### config.mk
export PLATFORM = sky130hd
export DESIGN_NAME = adder_1bit
export DESIGN_NICKNAME = d
export VERILOG_FILES = /design/src/rtl/adder_1bit.sv
export SDC_FILE = /design/constraint.sdc
export NUM_CORES = 1
export LEC_CHECK = 0
export BUFFER_PORTS_ARGS = -buffer_cell sky130_fd_sc_hd__buf_2
export CORE_AREA = 3 3 40 42
export DETAILED_ROUTE_END_ITERATION = 10
export DIE_AREA = 0 0 43 45
export GPL_TIMING_DRIVEN = 0
export HOLD_SLACK_MARGIN = 0.05
export PLACE_DENSITY_LB_ADDON = 0.12
export SLEW_MARGIN = 10
export SYNTH_ARGS = -nofsm -noshare
export SYNTH_HDL_FRONTEND = slang
export SYNTH_SLANG_ARGS = --single-unit
### constraint.sdc
create_clock -name clk -period 1.45 [get_ports clk]
set_input_delay 0.145 -clock clk [delete_from_list [all_inputs] [get_ports clk]]
set_output_delay 0.145 -clock clk [all_outputs]
set_load 0.02 [all_outputs]
### src/rtl/adder_1bit.sv
// Single-bit full adder: combinational sum/carry plus a registered path that
// chains its own carry to add WORD_LEN-bit words LSB-first, one bit per beat.
module adder_1bit #(
  parameter int WORD_LEN = 8
) (
  input  logic                        clk,
  input  logic                        rst_n,
  input  logic                        a,
  input  logic                        b,
  input  logic                        ci,
  input  logic                        in_valid,
  input  logic                        ser_mode,
  output logic                        sum,
  output logic                        c,
  output logic                        sum_q,
  output logic                        c_q,
  output logic                        out_valid,
  output logic                        word_done,
  output logic [$clog2(WORD_LEN)-1:0] bit_idx
);

  localparam int IDX_W = $clog2(WORD_LEN);
  localparam logic [IDX_W-1:0] LAST_IDX = IDX_W'(WORD_LEN - 1);

  function automatic logic maj3(input logic x, input logic y, input logic z);
    return (x & y) | (x & z) | (y & z);
  endfunction

  logic             sum_p1;
  logic             c_p1;
  logic             carry_p1;
  logic             vld_p1;
  logic             done_p1;
  logic [IDX_W-1:0] idx_p1;
  logic             cin_eff;
  logic             maj_eff;

  assign sum = a ^ b ^ ci;
  assign c   = maj3(a, b, ci);

  // Bit 0 of a serial word and every independent bit take the external carry.
  assign cin_eff = (ser_mode && (idx_p1 != '0)) ? carry_p1 : ci;
  assign maj_eff = maj3(a, b, cin_eff);

  // ---- stage p1: registered result and word sequencing ----
  always_ff @(posedge clk or negedge rst_n) begin
    if (!rst_n) begin
      sum_p1   <= 1'b0;
      c_p1     <= 1'b0;
      carry_p1 <= 1'b0;
      vld_p1   <= 1'b0;
      done_p1  <= 1'b0;
      idx_p1   <= '0;
    end else if (in_valid) begin
      sum_p1   <= a ^ b ^ cin_eff;
      c_p1     <= maj_eff;
      carry_p1 <= maj_eff;
      vld_p1   <= 1'b1;
      if (ser_mode) begin
        if (idx_p1 == LAST_IDX) begin
          idx_p1  <= '0;
          done_p1 <= 1'b1;
        end else begin
          idx_p1  <= idx_p1 + 1'b1;
          done_p1 <= 1'b0;
        end
      end else begin
        idx_p1  <= '0;
        done_p1 <= 1'b0;
      end
    end else begin
      vld_p1  <= 1'b0;
      done_p1 <= 1'b0;
    end
  end

  assign sum_q     = sum_p1;
  assign c_q       = c_p1;
  assign out_valid = vld_p1;
  assign word_done = done_p1;
  assign bit_idx   = idx_p1;

endmodule

==> impl_metrics.csv, run 1 <==
group,metric,value,unit
status,status,"finished, violations left",
status,violations,"negative setup slack",
critical_path,max_stage_delay,0.43,ns
clock_network,cts_root_buf,"clkbuf_4",
cells_and_area,final_cell_mix,"buf_2, dfrtp_1",
sta,rsz0062_at_grt,"true",
pwr,ir_drop,0.400,mV
clock_network,clk_pin_slew,0.05,ns
run,maxCapViolCount,0,
cells_and_area,area_growth,47.2,%
route,route.detailed.wl_per_inst,10.4,µm
sta,hold_viol,0,
global_route,grt_pass1_vias,305,
critical_path,slowest_stage,"fa_1",
logic_synthesis,yosysWarningCount,0,
route,firstDrtPassIters,2,
logic_synthesis,syn_inst,32,
logic_synthesis,synth-seq-cells,7,
critical_path,required,1.62,ns
min_path,worstHoldPathType,"input pin to flip-flop",
critical_path,cp_common_cell,"mux2i_1",
logic_synthesis,netlist_area,360,µm²
die,rows,13,
die,start_util,28.0,%
critical_path,cp-end-kind,"flip-flop",
cells_and_area,fin_nets,68,
critical_path,cp_max_fo,2,
sta,timing.final.crit_share,108,%
logic_synthesis,yosysSeqAreaShare,48.6,%
die,coreArea,0.00128,mm²
global_route,grt_max_degree,11,
clock_network,cts_buffers,3,
die,ios,16,
critical_path,crit_arrival,1.73,ns
cells_and_area,design_area,531,µm²
place,place_hpwl,577,µm
min_path,whs_path_depth,3,
cells_and_area,layout_commonest_cell,"buf_2",
global_route,grt_pass1_wl,1.17,mm
cells_and_area,register_area,178,µm²
die,dieArea,0.00194,mm²
sta,layout_setup_ws,-0.113,ns
die,die_h,45,µm
cells_and_area,antennaDiodeCount,0,
cells_and_area,multi_input_area,170,µm²
clock_network,cts_tree,"done",
critical_path,cp_cell_sequence,"inv_2, ha_4, a21boi_2, mux2i_1, fa_1, mux2i_1",
critical_path,ff2ff_path_depth,6,
place,pre_cts_slack,-0.208,ns
cells_and_area,layout-drive-gt1-share,50.9,%
logic_synthesis,avgSynthCellArea,11.3,µm²
critical_path,crit_family,"adder cells",
critical_path,worstSetupPathType,"flip-flop to flip-flop",
route,ant_nets,0,
place,dp_cells,62,
global_route,grt_overflow,0,
logic_synthesis,synth_cell_type_count,14,
critical_path,cp_num_cells,6,
global_route,antenna_found_initial,0,
pwr,power_density,1100,mW/mm²
clock_network,h-tree-depth,1,
global_route,grt.total_usage,8.68,%
clock_network,clock_path_buffers,2,
clock_network,numClockSinks,7,
sta,fin_crit,1.56,ns
pwr,power_leakage,0.000282,µW
sta,worst_slew_pin_slew,0.157,ns
route,drt_iter0_markers,2,
place,gp_congestion,0.631,
sta,drv_slew,0,
place,io_buffers,15,
sta,max_freq,640,MHz
critical_path,worstSetupStartpointType,"flip-flop",
place,dpl_cell_area,469,µm²
cells_and_area,final_cells,70,
critical_path,path_buf_inv,1,
logic_synthesis,syn_nets,44,
sta,slew_headroom,89.3,%
cells_and_area,nFillCells,143,
route,drc,0,
die,die_width,43,µm
route,via_per_inst,4.29,
sta,fin_worst_skew,0.00436,ns
sta,setup_violations,1,
route,vias,300,
route,routed_wl,727,µm
clock_network,insertion_delay,0.25,ns
## worst register-to-register path, delay by kind of cell (launching register included)
| family | cells | cell delay (ns) |
|---|---|---|
| buf+inv | 1 | 0.05 |
| mux | 2 | 0.36 |
| compound gates | 1 | 0.13 |
| fa+ha+maj | 2 | 0.58 |
| flops | 1 | 0.36 |
## logic make-up after synthesis
family | after synthesis | share of synthesized area, %
flops | 7 | 48.6
simple gates | 6 | 7.99
compound gates | 5 | 8.68
fa+ha+maj | 5 | 21.5
mux | 2 | 5.56
buf+inv | 7 | 7.64
## state kept, by name, summed over array words and instances, names as in the netlist
| name | cells |
|---|---|
| sum_q | 1 |
| carry_p1 | 1 |
| out_valid | 1 |
| bit_idx | 3 |
| word_done | 1 |
## per-stage QoR
stage | utilization (%) | hold WS [ns] | power [µW] | setup TNS (ns)
after global placement | 36.5 | -0.0108 | 398 | -0.154
after floorplan | - | -0.151 | 347 | -0.186
after detailed placement | 36.5 | -0.00959 | 405 | -0.208
after CTS | 41.3 | 0.166 | 603 | -0.132
after global routing | 41.3 | 0.189 | 631 | -0.199
final | 41.3 | 0.177 | 586 | -0.113
## cell usage after synthesis, drive strengths merged
library cell  n  share of area (%)
dfrtp         7                 49
and3          1                1.7
nand3         3                4.2
inv           6                6.2
ha            3                 10
nor2          2                2.1
o21ai         3                4.2
fa            2                 11
a21oi         1                1.4
buf           1                1.4
mux2i         2                5.6
a21boi        1                3.1
## timing repair
item,in CTS,in global routing
hold buffers,2,0
buffers inserted,2,0
pin swaps,2,0
hold endpoints to repair,8,0
resized for setup,0,0
endpoints found under the setup margin,1,1
## cell type report
cell class | instances | area share, %
sequential | 7 | 33.5
multi-input combinational | 18 | 32.1
timing repair buffer | 19 | 20.8
clock buffer | 4 | 4.95
inverter | 6 | 4.25
tap | 15 | 3.54
buffer | 1 | 0.943
## report_power, final
group          switching [µW]  internal (µW)  leakage, µW
clock                    70.7            105    0.0000150
sequential               13.9            220    0.0000853
combinational             101           74.7     0.000182
## final timing paths
check	slack, ns	startpoint	end
min in group asynchronous	0.25	rst_n	carry_p1$_DFFE_PN0P_
worst max register to register	-0.11	bit_idx[1]$_DFFE_PN0P_	sum_q$_DFFE_PN0P_
worst min register to register	0.52	sum_q$_DFFE_PN0P_	sum_q$_DFFE_PN0P_
worst min-delay path	0.18	ser_mode	bit_idx[0]$_DFFE_PN0P_
worst max-delay path	-0.11	bit_idx[1]$_DFFE_PN0P_	sum_q$_DFFE_PN0P_
max in group asynchronous	1.03	rst_n	bit_idx[1]$_DFFE_PN0P_
## metal layers
layer	global-route usage [%]	vias up	wire length, µm
met2	13.5	12	346
met1	9.73	140	303
met3	3.98	0	77
li1	-	148	-
met4	5.42	0	0
met5	0	-	0
(Power assumes the default switching activity.)
==> run 2, diff against run 1 <==
Settings changed: CAP_MARGIN set to 20, GPL_TIMING_DRIVEN 0 to not set.
==> run 2 against run 1 <==
The run still ends with negative setup slack left. Critical path depth did not move. Routed wire length fell by 1.5%. Design area fell by 1.4%. Hold slack got worse by 0.045 ns. Setup slack improved by 0.014 ns. First-iteration DRC count fell by 50%. Flip-flop and latch count did not move. Fmax rose by 0.91%. Cell count fell by 1.4%. Clock skew fell by 0.0020 ns. Sequential share of layout area rose by 0.48 points. Largest cell class unchanged. Largest power group unchanged.
==> impl_metrics.csv, run 2 (synthesis gave the netlist of run 1 again) <==
group,metric,value,unit
status,status,"finished, violations left",
status,violations,"negative setup slack",
route,via_per_inst,4.30,
global_route,grt_overflow,0,
critical_path,worstSetupPathType,"flip-flop to flip-flop",
route,ant_nets,0,
global_route,antenna_found_initial,0,
place,gp_congestion,0.616,
cells_and_area,nFillCells,134,
critical_path,cp_max_fo,2,
clock_network,insertion_delay,0.24,ns
critical_path,worstSetupStartpointType,"flip-flop",
route,dr_wl_met3,68,µm
place,place_hpwl,604,µm
die,dieArea,0.00194,mm²
route,drt_iter0_markers,1,
clock_network,cts_tree,"done",
run,maxCapViolCount,0,
global_route,grt_pass1_vias,310,
route,firstDrtPassIters,2,
die,ios,16,
die,die_h,45,µm
route,wl_met1,297,µm
global_route,grt_max_degree,12,
min_path,worstHoldPathType,"input pin to flip-flop",
route,routed_wl,716,µm
pwr,power_leakage,0.000279,µW
sta,rsz0062_at_grt,"true",
pwr,ir_drop,0.350,mV
sta,fin_worst_skew,0.00237,ns
cells_and_area,layout-drive-gt1-share,51.9,%
sta,fin_crit,1.55,ns
clock_network,h-tree-depth,1,
cells_and_area,fin_nets,67,
cells_and_area,antennaDiodeCount,0,
clock_network,cts_root_buf,"clkbuf_4",
clock_network,numClockSinks,7,
route,route.detailed.wl_per_inst,10.4,µm
route,met2WireLength,350,µm
sta,timing.final.crit_share,107,%
sta,max_freq,645,MHz
cells_and_area,final_cell_mix,"buf_2, dfrtp_1",
pwr,power_density,1110,mW/mm²
die,rows,13,
die,start_util,28.0,%
sta,hold_viol,0,
die,die_width,43,µm
sta,fin_hold_ws,0.131,ns
cells_and_area,largest_reg_flops,3,
critical_path,cp-end-kind,"flip-flop",
place,io_buffers,15,
critical_path,required,1.62,ns
clock_network,cts_buffers,3,
clock_network,clk_pin_slew,0.05,ns
cells_and_area,post-route-util,40.7,%
cells_and_area,area_growth,45.1,%
global_route,grt_pass1_wl,1.27,mm
die,coreArea,0.00128,mm²
global_route,grt.total_usage,9.18,%
clock_network,clock_path_buffers,2,
sta,worst_slew_pin_slew,0.159,ns
sta,drv_slew,0,
critical_path,crit_arrival,1.72,ns
sta,setup_violations,1,
cells_and_area,layout_commonest_cell,"buf_2",
route,maxUsedRoutingLayer,"met3",
sta,layout_setup_ws,-0.0992,ns
route,vias,297,
route,drc,0,
sta,slew_headroom,89.1,%
run 2: cell count changes in the layout (fill, tap and decap cells not counted):
cell / change
dlygate4sd3_1: -1
buf_2: -1
buf_4: +1
run 2: power breakdown:
group          internal [µW]  leakage [µW]  switching, µW
Clock                    105     0.0000150           64.8
Combinational           75.1      0.000179            103
Sequential               220     0.0000853           12.6
run 2: area by class of cell:
type / instances / area, µm² / area share [%]
Inverter: 6 / 22.5 / 4.31
Clock buffer: 4 / 26.3 / 5.02
Timing Repair Buffer: 19 / 108 / 20.6
Multi-Input combinational cell: 18 / 170 / 32.5
Tap cell: 15 / 18.8 / 3.59
Sequential cell: 7 / 178 / 34.0
run 2: final timing paths:
check | start | endpoint | slack, ns | cells past startpoint
max in group asynchronous | rst_n | bit_idx[0]$_DFFE_PN0P_ | 1.01 | 2
min in group asynchronous | rst_n | carry_p1$_DFFE_PN0P_ | 0.27 | 2
setup reg to reg | bit_idx[1]$_DFFE_PN0P_ | sum_q$_DFFE_PN0P_ | -0.1 | 6
setup / recovery | bit_idx[1]$_DFFE_PN0P_ | sum_q$_DFFE_PN0P_ | -0.1 | 6
hold / removal | in_valid | out_valid$_DFF_PN0_ | 0.13 | 1
hold reg to reg | sum_q$_DFFE_PN0P_ | sum_q$_DFFE_PN0P_ | 0.52 | 2
run 2: layer usage:
metal / vias up / global-route usage (%)
met4: 0 / 3.61
li1: 148 / -
met2: 12 / 14.7
met5: - / 0
met3: 0 / 5.18
met1: 137 / 10.2
run 2: metrics by stage:
| stage | worst slack, ns | total power (µW) | setup TNS, ns | instances | area, µm² |
|---|---|---|---|---|---|
| after detailed placement | -0.144 | 418 | -0.144 | 64 | 487 |
| after global placement | -0.117 | 411 | -0.117 | 64 | 487 |
| after global routing | -0.181 | 637 | -0.181 | 69 | 523 |
| final | -0.0992 | 580 | -0.0992 | 69 | 523 |
| after floorplan | -0.186 | 347 | -0.186 | 32 | 375 |
| after CTS | -0.113 | 598 | -0.113 | 69 | 523 |
run 2: critical path: stages, from the launching register on:
cell and delay, ns:
dfrtp_2 0.36, inv_2 0.05, ha_4 0.15, a21boi_2 0.13, mux2i_1 0.22, fa_1 0.43, mux2i_1 0.13
run 2: timing repair:
action,CTS,global route
setup endpoints to repair,1,2
hold buffers,1,0
endpoints found under the hold margin,7,0
pin swaps,2,0
buffers inserted,0,0
resized for setup,0,0
==> run 3, diff against run 2 <==
Settings changed: CORE_AREA 3 3 40 42 to 2 2 39 41, DIE_AREA 0 0 43 45 to 0 0 41 43.
==> run 3 against run 2 <==
The run still ends with negative setup slack left. Design area grew 1.7%. Routed wire length grew 1.1%. Sequential power is essentially flat. Flip-flop and latch count did not move. Clock power about the same. Non-clock buffer count is 1 higher. Via count increased by 4.0%. Cell count up 2.9%. Hold slack gained 0.0024 ns. Fmax fell by 1.4%. Largest power group unchanged. Highest routed layer is now met4.
==> impl_metrics.csv, run 3 (synthesis gave the netlist of run 1 again) <==
group,metric,value,unit
sta,fin_worst_skew,0.00309,ns
cells_and_area,area_growth,47.6,%
cells_and_area,fin_nets,68,
clock_network,cts_buffers,3,
sta,final.setup.tns,-0.121,ns
sta,fin_crit,1.57,ns
sta,layout_setup_ws,-0.121,ns
global_route,grt_util_met1,12.0,%
die,dieArea,0.00176,mm²
cells_and_area,largest_reg_flops,3,
global_route,use_met2,18.4,%
clock_network,numClockSinks,7,
cells_and_area,final_cells,71,
global_route,grt_pass1_wl,1.32,mm
run,maxCapViolCount,0,
place,gp_congestion,0.705,
cells_and_area,post-route-util,38.4,%
cells_and_area,layout-drive-gt1-share,52.7,%
sta,max_freq,637,MHz
route,firstDrtPassIters,2,
sta,drv_slew,0,
die,die_h,43,µm
critical_path,crit_arrival,1.74,ns
sta,rsz0062_at_grt,"true",
die,start_util,26.0,%
critical_path,required,1.62,ns
route,route.detailed.wl_per_inst,10.2,µm
global_route,grt_max_degree,12,
global_route,top_usage_layer,"met2",
clock_network,h-tree-depth,1,
place,place_hpwl,623,µm
route,routed_wl,724,µm
status,status,"finished, violations left",
sta,timing.final.crit_share,108,%
pwr,power_density,1100,mW/mm²
sta,hold_viol,0,
route,ant_nets,0,
cells_and_area,design_area,532,µm²
clock_network,cts_root_buf,"clkbuf_4",
critical_path,cp-end-kind,"flip-flop",
die,rows,14,
global_route,grt_pass1_vias,345,
global_route,antenna_found_initial,0,
critical_path,cp_max_fo,2,
place,dpl_cell_area,488,µm²
pwr,ir_drop,0.424,mV
clock_network,insertion_delay,0.25,ns
critical_path,worstSetupStartpointType,"flip-flop",
place,pre_cts_slack,-0.168,ns
pwr,power_leakage,0.000284,µW
clock_network,clk_pin_slew,0.05,ns
route,vias,309,
route,via_per_inst,4.35,
sta,worst_slew_pin_slew,0.168,ns
place,io_buffers,15,
cells_and_area,antennaDiodeCount,0,
cells_and_area,final_cell_mix,"buf_2, dfrtp_1, buf_4",
die,ios,16,
die,die_width,41,µm
global_route,grt.total_usage,11.8,%
sta,setup_violations,1,
die,coreArea,0.00138,mm²
clock_network,cts_tree,"done",
route,drt_iter0_markers,5,
cells_and_area,layout_commonest_cell,"buf_2",
global_route,grt_overflow,0,
place,dp_cells,65,
sta,slew_headroom,88.5,%
route,drc,0,
clock_network,clock_path_buffers,2,
status,violations,"negative setup slack",
critical_path,worstSetupPathType,"flip-flop to flip-flop",
min_path,worstHoldPathType,"input pin to flip-flop",
global_route,use_met3,7.85,%
-- run 3: cell count changes in the layout (fill, tap and decap cells not counted) --
cell   before  now
buf_4       3    4
-- run 3: critical path: stages, from the launching register on --
cell and delay [ns]:
dfrtp_2 0.36, inv_2 0.05, ha_4 0.15, a21boi_2 0.13, mux2i_1 0.23, fa_1 0.43, mux2i_1 0.13
-- run 3: report_power, final --
| group | internal, µW | switching, µW | leakage [µW] |
|---|---|---|---|
| Combinational | 78.2 | 104 | 0.000184 |
| Sequential | 221 | 13.3 | 0.0000853 |
| Clock | 104 | 63.3 | 0.0000150 |
| Total | 403 | 180 | 0.000284 |
-- run 3: stage by stage --
step           hold slack [ns]  total power [µW]
6_report                 0.133               583
4_1_cts                  0.124               600
3_3_place_gp           -0.0133               409
3_5_place_dp           -0.0147               418
5_1_grt                  0.127               636
2_1_floorplan           -0.151               347
-- run 3: what timing repair did --
item | CTS | global route
resized for setup | 0 | 0
endpoints found under the hold margin | 7 | 0
pin swaps | 2 | 0
buffers inserted | 1 | 0
hold buffers | 1 | 0
endpoints found under the setup margin | 1 | 2
-- run 3: worst paths after layout --
path	from	endpoint	slack, ns	cells past startpoint
worst min-delay path	in_valid	out_valid$_DFF_PN0_	0.13	1
min in group asynchronous	rst_n	carry_p1$_DFFE_PN0P_	0.27	2
worst min register to register	sum_q$_DFFE_PN0P_	sum_q$_DFFE_PN0P_	0.51	2
worst max register to register	bit_idx[1]$_DFFE_PN0P_	sum_q$_DFFE_PN0P_	-0.12	6
worst max-delay path	bit_idx[1]$_DFFE_PN0P_	sum_q$_DFFE_PN0P_	-0.12	6
max in group asynchronous	rst_n	bit_idx[0]$_DFFE_PN0P_	1.02	2
-- run 3: layout make-up --
class | instances | area [µm²]
tap | 16 | 20.0
timing repair buffer | 20 | 115
clock buffer | 4 | 26.3
multi-input combinational | 18 | 170
sequential | 7 | 178
inverter | 6 | 22.5
fill | 149 | 852
-- run 3: per-layer routing --
layer,up-vias,wire length [µm]
met4,0,6
met5,-,0
met3,2,60
li1,149,-
met1,147,275
met2,11,381
